===== src/rtl/life_step_engine_pkg.sv =====
// Shared types for the Conway step engine: state encodings, address width and the neighbour counter.
// Build option: define LIFE_TORUS_EN for a board that wraps in both axes.
package life_step_engine_pkg;

  localparam int ADDR_WIDTH   = 8;
  localparam int LIFE_STATE_W = 3;

  typedef enum logic [LIFE_STATE_W-1:0] {
    IDLE  = 3'd0,
    PRIME = 3'd1,
    LOAD  = 3'd2,
    EVAL  = 3'd3,
    DONE  = 3'd4
  } life_state_t;

  function automatic logic [3:0] count_live(input logic [7:0] bits);
    logic [3:0] n;
    n = 4'd0;
    for (int i = 0; i < 8; i++) begin
      n = n + {3'b000, bits[i]};
    end
    return n;
  endfunction

endpackage


===== src/rtl/life_cell_rule.sv =====
// Conway rule for one cell: takes the 3x3 neighbourhood (centre at bit 4) and returns the next state.
module life_cell_rule
  import life_step_engine_pkg::*;
(
  input  logic [8:0] hood,
  output logic       next_cell
);

  logic [3:0] live_n;

  assign live_n    = count_live({hood[8:5], hood[3:0]});
  assign next_cell = (live_n == 4'd3) | (hood[4] & (live_n == 4'd2));

endmodule


===== src/rtl/life_step_engine.sv =====
// Computes one Conway generation in place by streaming rows through prev/cur/nxt buffers.
// Build option: LIFE_TORUS_EN wraps the board; without it, cells off the board are dead.
module life_step_engine
  import life_step_engine_pkg::*;
#(
  parameter int MAP_WIDTH  = 8,
  parameter int MAP_HEIGHT = 8
)
(
  input  logic                  clk,
  input  logic                  rst,
  input  logic                  mode,
  input  logic                  step,
  output logic [ADDR_WIDTH-1:0] rAddrR,
  output logic [ADDR_WIDTH-1:0] rAddrC,
  input  logic                  read_data,
  output logic [ADDR_WIDTH-1:0] wAddrR,
  output logic [ADDR_WIDTH-1:0] wAddrC,
  output logic                  write_en,
  output logic                  write_data,
  output logic                  busy,
  output logic                  done,
  output logic [15:0]           gen_count
);

  localparam int COL_W = $clog2(MAP_WIDTH);
  localparam int CNT_W = $clog2(MAP_WIDTH + 1);
  localparam int ROW_W = $clog2(MAP_HEIGHT);
  localparam logic [CNT_W-1:0] READ_END = CNT_W'(MAP_WIDTH);
  localparam logic [COL_W-1:0] LAST_COL = COL_W'(MAP_WIDTH - 1);
  localparam logic [ROW_W-1:0] LAST_ROW = ROW_W'(MAP_HEIGHT - 1);

  life_state_t state, state_next;

  logic [CNT_W-1:0]     cnt;
  logic [COL_W-1:0]     col, col_m1, col_p1;
  logic [ROW_W-1:0]     row;
  logic [MAP_WIDTH-1:0] prev_row, cur_row, nxt_row;
  logic                 step_q, accept, read_end, last_col, last_row, prime_done;
  logic                 left_ok, right_ok;
  logic [8:0]           hood;
  logic                 rule_out;

`ifdef LIFE_TORUS_EN
  logic [MAP_WIDTH-1:0] row0_buf;
  logic                 prime_phase;
  logic [COL_W-1:0]     left_idx, right_idx;
  assign prime_done = read_end & prime_phase;
  assign left_idx   = left_ok ? col_m1 : LAST_COL;
  assign right_idx  = right_ok ? col_p1 : '0;
`else
  assign prime_done = read_end;
`endif

  // Read states spend W+1 clocks: cnt issues columns 0..W-1 and lands each value one clock later.
  assign col      = cnt[COL_W-1:0];
  assign col_m1   = col - 1'b1;
  assign col_p1   = col + 1'b1;
  assign read_end = (cnt == READ_END);
  assign last_col = (col == LAST_COL);
  assign last_row = (row == LAST_ROW);
  assign left_ok  = (col != '0);
  assign right_ok = ~last_col;
  assign accept   = step & ~step_q & mode & (state == IDLE);

  always_ff @(posedge clk or negedge rst) begin
    if (!rst) begin
      state <= IDLE;
    end else begin
      state <= state_next;
    end
  end

  always_comb begin
    state_next = state;
    case (state)
      IDLE:    if (accept) state_next = PRIME;
      PRIME:   if (prime_done) state_next = LOAD;
      LOAD:    if (last_row || read_end) state_next = EVAL;
      EVAL:    if (last_col) state_next = last_row ? DONE : LOAD;
      DONE:    state_next = IDLE;
      default: state_next = IDLE;
    endcase
  end

  always_ff @(posedge clk or negedge rst) begin
    if (!rst) begin
      step_q    <= 1'b0;
      cnt       <= '0;
      row       <= '0;
      prev_row  <= '0;
      cur_row   <= '0;
      nxt_row   <= '0;
      gen_count <= 16'd0;
`ifdef LIFE_TORUS_EN
      row0_buf    <= '0;
      prime_phase <= 1'b0;
`endif
    end else begin
      step_q <= step;
      case (state)
        IDLE: begin
          cnt <= '0;
          row <= '0;
`ifdef LIFE_TORUS_EN
          prime_phase <= 1'b0;
`endif
        end
        PRIME: begin
`ifdef LIFE_TORUS_EN
          if (cnt != '0) begin
            if (prime_phase) begin
              cur_row[col_m1]  <= read_data;
              row0_buf[col_m1] <= read_data;
            end else begin
              prev_row[col_m1] <= read_data;
            end
          end
          if (read_end) prime_phase <= 1'b1;
`else
          prev_row <= '0;
          if (cnt != '0) cur_row[col_m1] <= read_data;
`endif
          cnt <= read_end ? '0 : cnt + 1'b1;
        end
        LOAD: begin
          if (last_row) begin
`ifdef LIFE_TORUS_EN
            nxt_row <= row0_buf;
`else
            nxt_row <= '0;
`endif
            cnt <= '0;
          end else begin
            if (cnt != '0) nxt_row[col_m1] <= read_data;
            cnt <= read_end ? '0 : cnt + 1'b1;
          end
        end
        EVAL: begin
          if (last_col) begin
            cnt      <= '0;
            prev_row <= cur_row;
            cur_row  <= nxt_row;
            if (!last_row) row <= row + 1'b1;
          end else begin
            cnt <= cnt + 1'b1;
          end
        end
        DONE:    gen_count <= gen_count + 16'd1;
        default: ;
      endcase
    end
  end

  // Column mux feeding the single rule instance: bit order is left/centre/right per row, top row first.
  always_comb begin
`ifdef LIFE_TORUS_EN
    hood = {prev_row[left_idx], prev_row[col], prev_row[right_idx],
            cur_row[left_idx],  cur_row[col],  cur_row[right_idx],
            nxt_row[left_idx],  nxt_row[col],  nxt_row[right_idx]};
`else
    hood = {left_ok & prev_row[col_m1], prev_row[col], right_ok & prev_row[col_p1],
            left_ok & cur_row[col_m1],  cur_row[col],  right_ok & cur_row[col_p1],
            left_ok & nxt_row[col_m1],  nxt_row[col],  right_ok & nxt_row[col_p1]};
`endif
  end

  life_cell_rule u_rule (
    .hood      (hood),
    .next_cell (rule_out)
  );

  always_comb begin
    rAddrR     = '0;
    rAddrC     = '0;
    wAddrR     = '0;
    wAddrC     = '0;
    write_en   = 1'b0;
    write_data = 1'b0;
    busy       = (state != IDLE);
    done       = 1'b0;
    case (state)
      PRIME: begin
        if (!read_end) rAddrC = ADDR_WIDTH'(col);
`ifdef LIFE_TORUS_EN
        rAddrR = prime_phase ? '0 : ADDR_WIDTH'(LAST_ROW);
`endif
      end
      LOAD: begin
        if (!last_row && !read_end) begin
          rAddrR = ADDR_WIDTH'(row + 1'b1);
          rAddrC = ADDR_WIDTH'(col);
        end
      end
      EVAL: begin
        write_en   = 1'b1;
        write_data = rule_out;
        wAddrR     = ADDR_WIDTH'(row);
        wAddrC     = ADDR_WIDTH'(col);
      end
      DONE:    done = 1'b1;
      default: ;
    endcase
  end

endmodule


===== config.mk =====
export PLATFORM = sky130hd
export DESIGN_NAME = life_step_engine
export DESIGN_NICKNAME = d
export VERILOG_FILES = /design/src/rtl/life_step_engine_pkg.sv /design/src/rtl/life_cell_rule.sv /design/src/rtl/life_step_engine.sv
export SDC_FILE = /design/constraint.sdc
export NUM_CORES = 1
export LEC_CHECK = 0
export ABC_CLOCK_PERIOD_IN_PS = 9900
export BUFFER_PORTS_ARGS = -buffer_cell sky130_fd_sc_hd__buf_4
export CORE_MARGIN = 2
export CORE_UTILIZATION = 45
export DETAILED_ROUTE_END_ITERATION = 12
export PLACE_DENSITY = 0.64
export SLEW_MARGIN = 20
export SYNTH_ARGS = -nofsm -noshare
export SYNTH_HDL_FRONTEND = slang
export SYNTH_SLANG_ARGS = --single-unit

===== constraint.sdc =====
create_clock -name clk -period 9.9 [get_ports clk]
set_input_delay 1.98 -clock clk [delete_from_list [all_inputs] [get_ports clk]]
set_output_delay 1.98 -clock clk [all_outputs]
set_load 0.005 [all_outputs]

* Word-level counts from Yosys, hierarchy flattened
Index checks and enable logic that the tools add are counted.
Storage, ports and cells: flip-flop bits (word level) 51, output and inout port bits 52, word-level logic and storage cells 123
Operators by class: order comparisons 4, $add $sub $neg 13, reductions and logical operators 18, multiplexer cells 52, bitwise operators 13, eq/ne operators 15
Operator list (number):
- $mux 8 | 6
- $mux 3 | 11
- $pmux 8 s2 | 2
- $bmux 1 s3 | 9
- $add 4x1->4 | 6
- $add 16x1->16 const B | 1
- $bwmux 8 | 2
- $mux 4 | 4
- $pmux 4 s4 | 1
- $mux 1 | 13
- $lt 3x4->1 const B | 3
- $ne 2x2->1 const B | 6
- $pmux 3 s2 | 2
- $pmux 3 s4 | 1
- $and 1x1->1 | 10
- $eq 3x3->1 const B | 3
- $eq 4x2->1 const B | 2
- $reduce_bool 4->1 | 2
- $add 3x1->3 const B | 2
- $eq 3x2->1 const B | 2
- $reduce_and 3->1 | 2
- $reduce_bool 2->1 | 3
- $reduce_bool 3->1 | 2
- $add 3x1->4 const B | 1
- other kinds (15) | 19

* Depth between registers and ports, before layout
depth in word-level cells 15, mapped depth 17, mapped depth without buffers 15

* Modules after synthesis
From an unflattened synthesis, not the netlist that was laid out.
Second synthesis, totals: cells, all modules 357, area total of the unflattened synthesis 3508.4 µm²
By module, submodules not included:
- life_step_engine | seq. area each 1276.2 µm², cells an instance 334, area each 3323.2 µm², instances 1
- life_cell_rule | seq. area each 0.0 µm², cells an instance 23, area each 185.2 µm², instances 1

* Worst setup path after synthesis
OpenSTA, ideal clock, no wires.
path kind register -> output, start point register cnt[0], end point output port write_data, arrival 4760 ps, path slack 3160 ps, cell stages (with the launch flop) 16, cell sequence dfrtp_1 -> buf_2 -> buf_4 -> inv_1 -> ha_1 -> xnor2_2 -> mux4_2 -> mux2_2 -> nand2_1 -> fa_1 -> fa_1 -> fa_1 -> fa_1 -> nor3_1 -> mux2i_1 -> a2111oi_0
On the way: cells in the longest elaborated chain, start to end 15, elaborated cells between the ends (all ways) 41
Ends and longest elaborated chain:
- from (decl) | RTL line life_step_engine.sv:35 | logic [CNT_W-1:0] cnt;
- from (signal assigned) | RTL line life_step_engine.sv:124 | cnt <= read_end ? '0 : cnt + 1'b1;
- from (signal assigned) | RTL line life_step_engine.sv:136 | cnt <= read_end ? '0 : cnt + 1'b1;
- from (signal assigned) | RTL line life_step_engine.sv:146 | cnt <= cnt + 1'b1;
- $add 3x1->3 | RTL line life_step_engine.sv:58 | assign col_p1 = col + 1'b1;
- $bmux 1 s3 | RTL line life_step_engine.sv:164 | left_ok & nxt_row[col_m1], nxt_row[col], right_ok & nxt_row[col_p1]};
- $mux 1 (not written as such) | RTL line life_step_engine.sv:164
- $and 1x1->1 | RTL line life_step_engine.sv:164
- $add 1x1->2 | RTL line life_step_engine_pkg.sv:20 | n = n + {3'b000, bits[i]};
- $add 4x1->4 (6 in a row) | RTL line life_step_engine_pkg.sv:20
- $eq 4x2->1 | RTL line life_cell_rule.sv:12 | assign next_cell = (live_n == 4'd3) | (hood[4] & (live_n == 4'd2));
- $and 1x1->1 | RTL line life_cell_rule.sv:12
- $or 1x1->1 (*) | RTL line life_cell_rule.sv:12
- $mux 1 (*) | RTL line life_step_engine.sv:182 | case (state)
- to (decl) | RTL line life_step_engine.sv:20 | output logic write_data,
Mark *: on every way between the ends. The rest lies on a longest branch, timed or not. The select of a mux whose other input is x is not followed.

* Worst setup path after layout
Ends and elaborated chain as after synthesis.

==> impl_metrics.csv <==
group,metric,value,unit
finish,drive_gt1_frac,0.2116,
detailed_routing,num_vias,2771,
detailed_routing,viasPerCell,5.773,
critical_path,reg2reg_depth,7,
cts,clk_latency,0.33,ns
grt,grt.total_usage,0.1950,
placement,gp_congestion,0.8956,
power_and_ir_drop,p_per_area,99.90,nW/um2
timing,final_max_slew_viol_count,0,
detailed_routing,drtIter0Drc,294,
critical_path,arrival,5.54,ns
timing,fin_tns_setup,0,ns
finish,fin_area,3896,um2
grt,overflow,0,
cts,post_cts_resize_count,0,
detailed_routing,wl_per_cell,16.55,um
synth,synth-seq-area-share,0.3590,
floorplan,num_rows,32,
critical_path,crit_type,"reg -> out",
floorplan,die_h,92.88,um
grt,grt_pass1_vias,2632,
placement,port_buffers,37,
timing,maxSlewHeadroom,0.4297,
synth,synthFlopType,"dfrtp_1",
critical_path,crit_top_cell,"fa_1",
cts,htreeDepth,2,
critical_path,setup.worst_path.end_class,"primary output",
timing,rsz0062_at_grt,"no",
timing,fmax,0.1329,GHz
cts,cts-buffers-inserted,5,
power_and_ir_drop,irDropWorstVdd,48.36,uV
synth,ys_types,53,
critical_path,path_max_fanout,26,
finish,nNetsFinal,396,
finish,nFillCells,708,
placement,dpl_cell_area,3799,um2
finish,n_antenna_cell,0,
timing,fin_crit_sh,0.7598,
timing,finalSetupViolCount,0,
timing,worstMarginPinSlew,0.8525,ns
cts,cts_hold_buf,0,
critical_path,slowest_stage,"mux4_2",
synth,synth_area,3555,um2
synth,syn_avg_cell_area,10.01,um2
cts,cts.sinks,51,
status,status,"finished clean",
critical_path,cp.required,7.92,ns
synth,synth_edf_count,0,
floorplan,start_util,0.4624,
grt,grt_start_max_net_pins,52,
critical_path,start_kind,"flip-flop",
power_and_ir_drop,p_leak,1.763,nW
detailed_routing,drt_wl_total,7945,um
floorplan,io_pins,57,
finish,layout_common_cells,"dfrtp_1 (51), nand2_1 (39), buf_4 (38)",
detailed_routing,dr.pass1.iters,6,
synth,syn_inst,355,
cts,cts.clk_slew.worst_paths,0.10,ns
cts,cts_setup_buffers,0,
timing,clock_skew,0.01697,ns
timing,finalHoldViolations,0,
timing,timing.final.crit_period,7.522,ns
critical_path,worstPathCellList,"buf_4, inv_1, ha_1, xnor2_2, mux4_2, mux2_2, nand2_1, fa_1, fa_1, fa_1, fa_1, nor3_1, mux2i_1, a2111oi_0, buf_4",
grt,grt_first_pass_wirelength,13340,um
detailed_routing,antenna_left,0,
placement,dpl.hpwl,5648,um
floorplan,die_area,8626,um2
finish,syn2layout_area_growth,9.609,%
cts,clockBufferDepth,2,
detailed_routing,remaining_drc_errors,0,
synth,synthArstFlopShare,1.000,
cts,cts_tree,"done",
worst_hold_path,hold_path.class,"reg -> reg",
finish,final_common_cell,"dfrtp_1",
synth,synth_warnings,0,
critical_path,slowest_delay,0.55,ns
grt,antenna_found_initial,0,
run,max_cap_viol_count,0,
floorplan,die_w,92.88,um
cts,root_buffer,"clkbuf_8",
synth,ys_seq_elements,51,
worst_hold_path,hold_depth,1,
floorplan,fp.coreArea,7687,um2
## metrics by stage
step,setup slack (ns),std cells,hold slack [ns],util,power (mW)
final,2.378,480,0.4825,0.5068,0.3892
after global routing,2.060,480,0.5059,0.5068,0.4071
after CTS,2.369,480,0.4866,0.5068,0.3931
after detailed placement,2.731,472,0.4647,0.4941,0.2593
after global placement,2.941,472,0.4615,0.4941,0.2587
after floorplan,3.160,373,0.4647,-,0.2524
## area by class of cell
class	instances	area, um2	area share
Multi-Input combinational cell	270	2068	0.5308
Timing Repair Buffer	38	285.3	0.07322
Inverter	11	41.29	0.01060
Tap cell	102	127.6	0.03276
Clock buffer	5	68.82	0.01766
Clock inverter	3	28.78	0.007386
Sequential cell	51	1276	0.3276
## report_power, final
part           switching [mW]  internal (mW)  total [mW]
registers             0.00728          0.213       0.221
logic                  0.0176         0.0168      0.0344
clock network          0.0806         0.0536       0.134
## layer usage
layer / routed length (um) / up-vias / track usage
met2: 3621 / 105 / 0.2935
met4: 98 / 0 / 0.04779
met5: 0 / - / 0
met1: 3683 / 1373 / 0.2882
li1: - / 1283 / -
met3: 541 / 10 / 0.04150
## final timing paths
kind / start / endpoint / slack [ns]
worst max-delay path: cnt[0] / write_data / 2.38
worst min-delay path: gen_count[15] / gen_count[15] / 0.48
worst max register to register: cnt[0] / cur_row[1] / 7.06
worst min register to register: gen_count[15] / gen_count[15] / 0.48
max in group asynchronous: rst / prev_row[0] / 7.78
min in group asynchronous: rst / gen_count[0] / 1.66
## cells in the mapped netlist, types with 2 or more instances
| master | n | share of area |
|---|---|---|
| dfrtp_1 | 51 | 0.36 |
| nand2_1 | 39 | 0.041 |
| o21ai_0 | 25 | 0.035 |
| buf_4 | 20 | 0.042 |
| mux4_2 | 18 | 0.11 |
| nor2_1 | 15 | 0.016 |
| clkbuf_1 | 13 | 0.014 |
| nand3_1 | 13 | 0.018 |
| and2_1 | 11 | 0.019 |
| inv_1 | 11 | 0.012 |
| ha_1 | 10 | 0.035 |
| xnor2_1 | 10 | 0.025 |
| mux2_2 | 7 | 0.022 |
| mux2i_1 | 7 | 0.020 |
| nor2b_1 | 7 | 0.012 |
| nor3_1 | 7 | 0.0099 |
| o2bb2ai_1 | 7 | 0.017 |
| a22oi_1 | 6 | 0.013 |
| buf_2 | 6 | 0.0084 |
| xor2_1 | 6 | 0.015 |
| a31oi_1 | 5 | 0.0088 |
| a32o_1 | 5 | 0.014 |
| nand4_1 | 5 | 0.0088 |
| and3_1 | 4 | 0.0070 |
| fa_1 | 4 | 0.023 |
| a21boi_0 | 3 | 0.0063 |
| a21oi_1 | 3 | 0.0042 |
| nor3b_1 | 3 | 0.0063 |
| o21ai_1 | 3 | 0.0042 |
| or2_2 | 3 | 0.0053 |
| and4_1 | 2 | 0.0049 |
| buf_1 | 2 | 0.0021 |
| nand2b_1 | 2 | 0.0035 |
| nand3b_1 | 2 | 0.0042 |
| o22ai_1 | 2 | 0.0035 |
## state kept, by name, summed over array words and instances (netlist names)
register,flops
nxt_row,8
step_q,1
cnt,4
cur_row,8
state,3
gen_count,16
row,3
prev_row,8
## worst max-delay path, delay by kind of cell, from the launching register on
| kind | cells | cell delay, ns |
|---|---|---|
| fa+ha+maj | 5 | 2.14 |
| buf+inv | 3 | 0.75 |
| flops | 1 | 0.34 |
| compound gates | 1 | 0.41 |
| xor+xnor | 1 | 0.40 |
| mux | 3 | 0.91 |
| simple gates | 2 | 0.28 |
## kinds of logic after synthesis
kind of cell,share of synthesized area
other,0.001055
buffers and inverters,0.07814
adders and majority gates,0.05773
xor gates and xnor gates,0.04400
and+or+nand+nor,0.1813
DFF,0.3590
AOI/OAI and AO/OA,0.1228
muxes,0.1559
No activity file was read; power rests on OpenSTA's default activity.
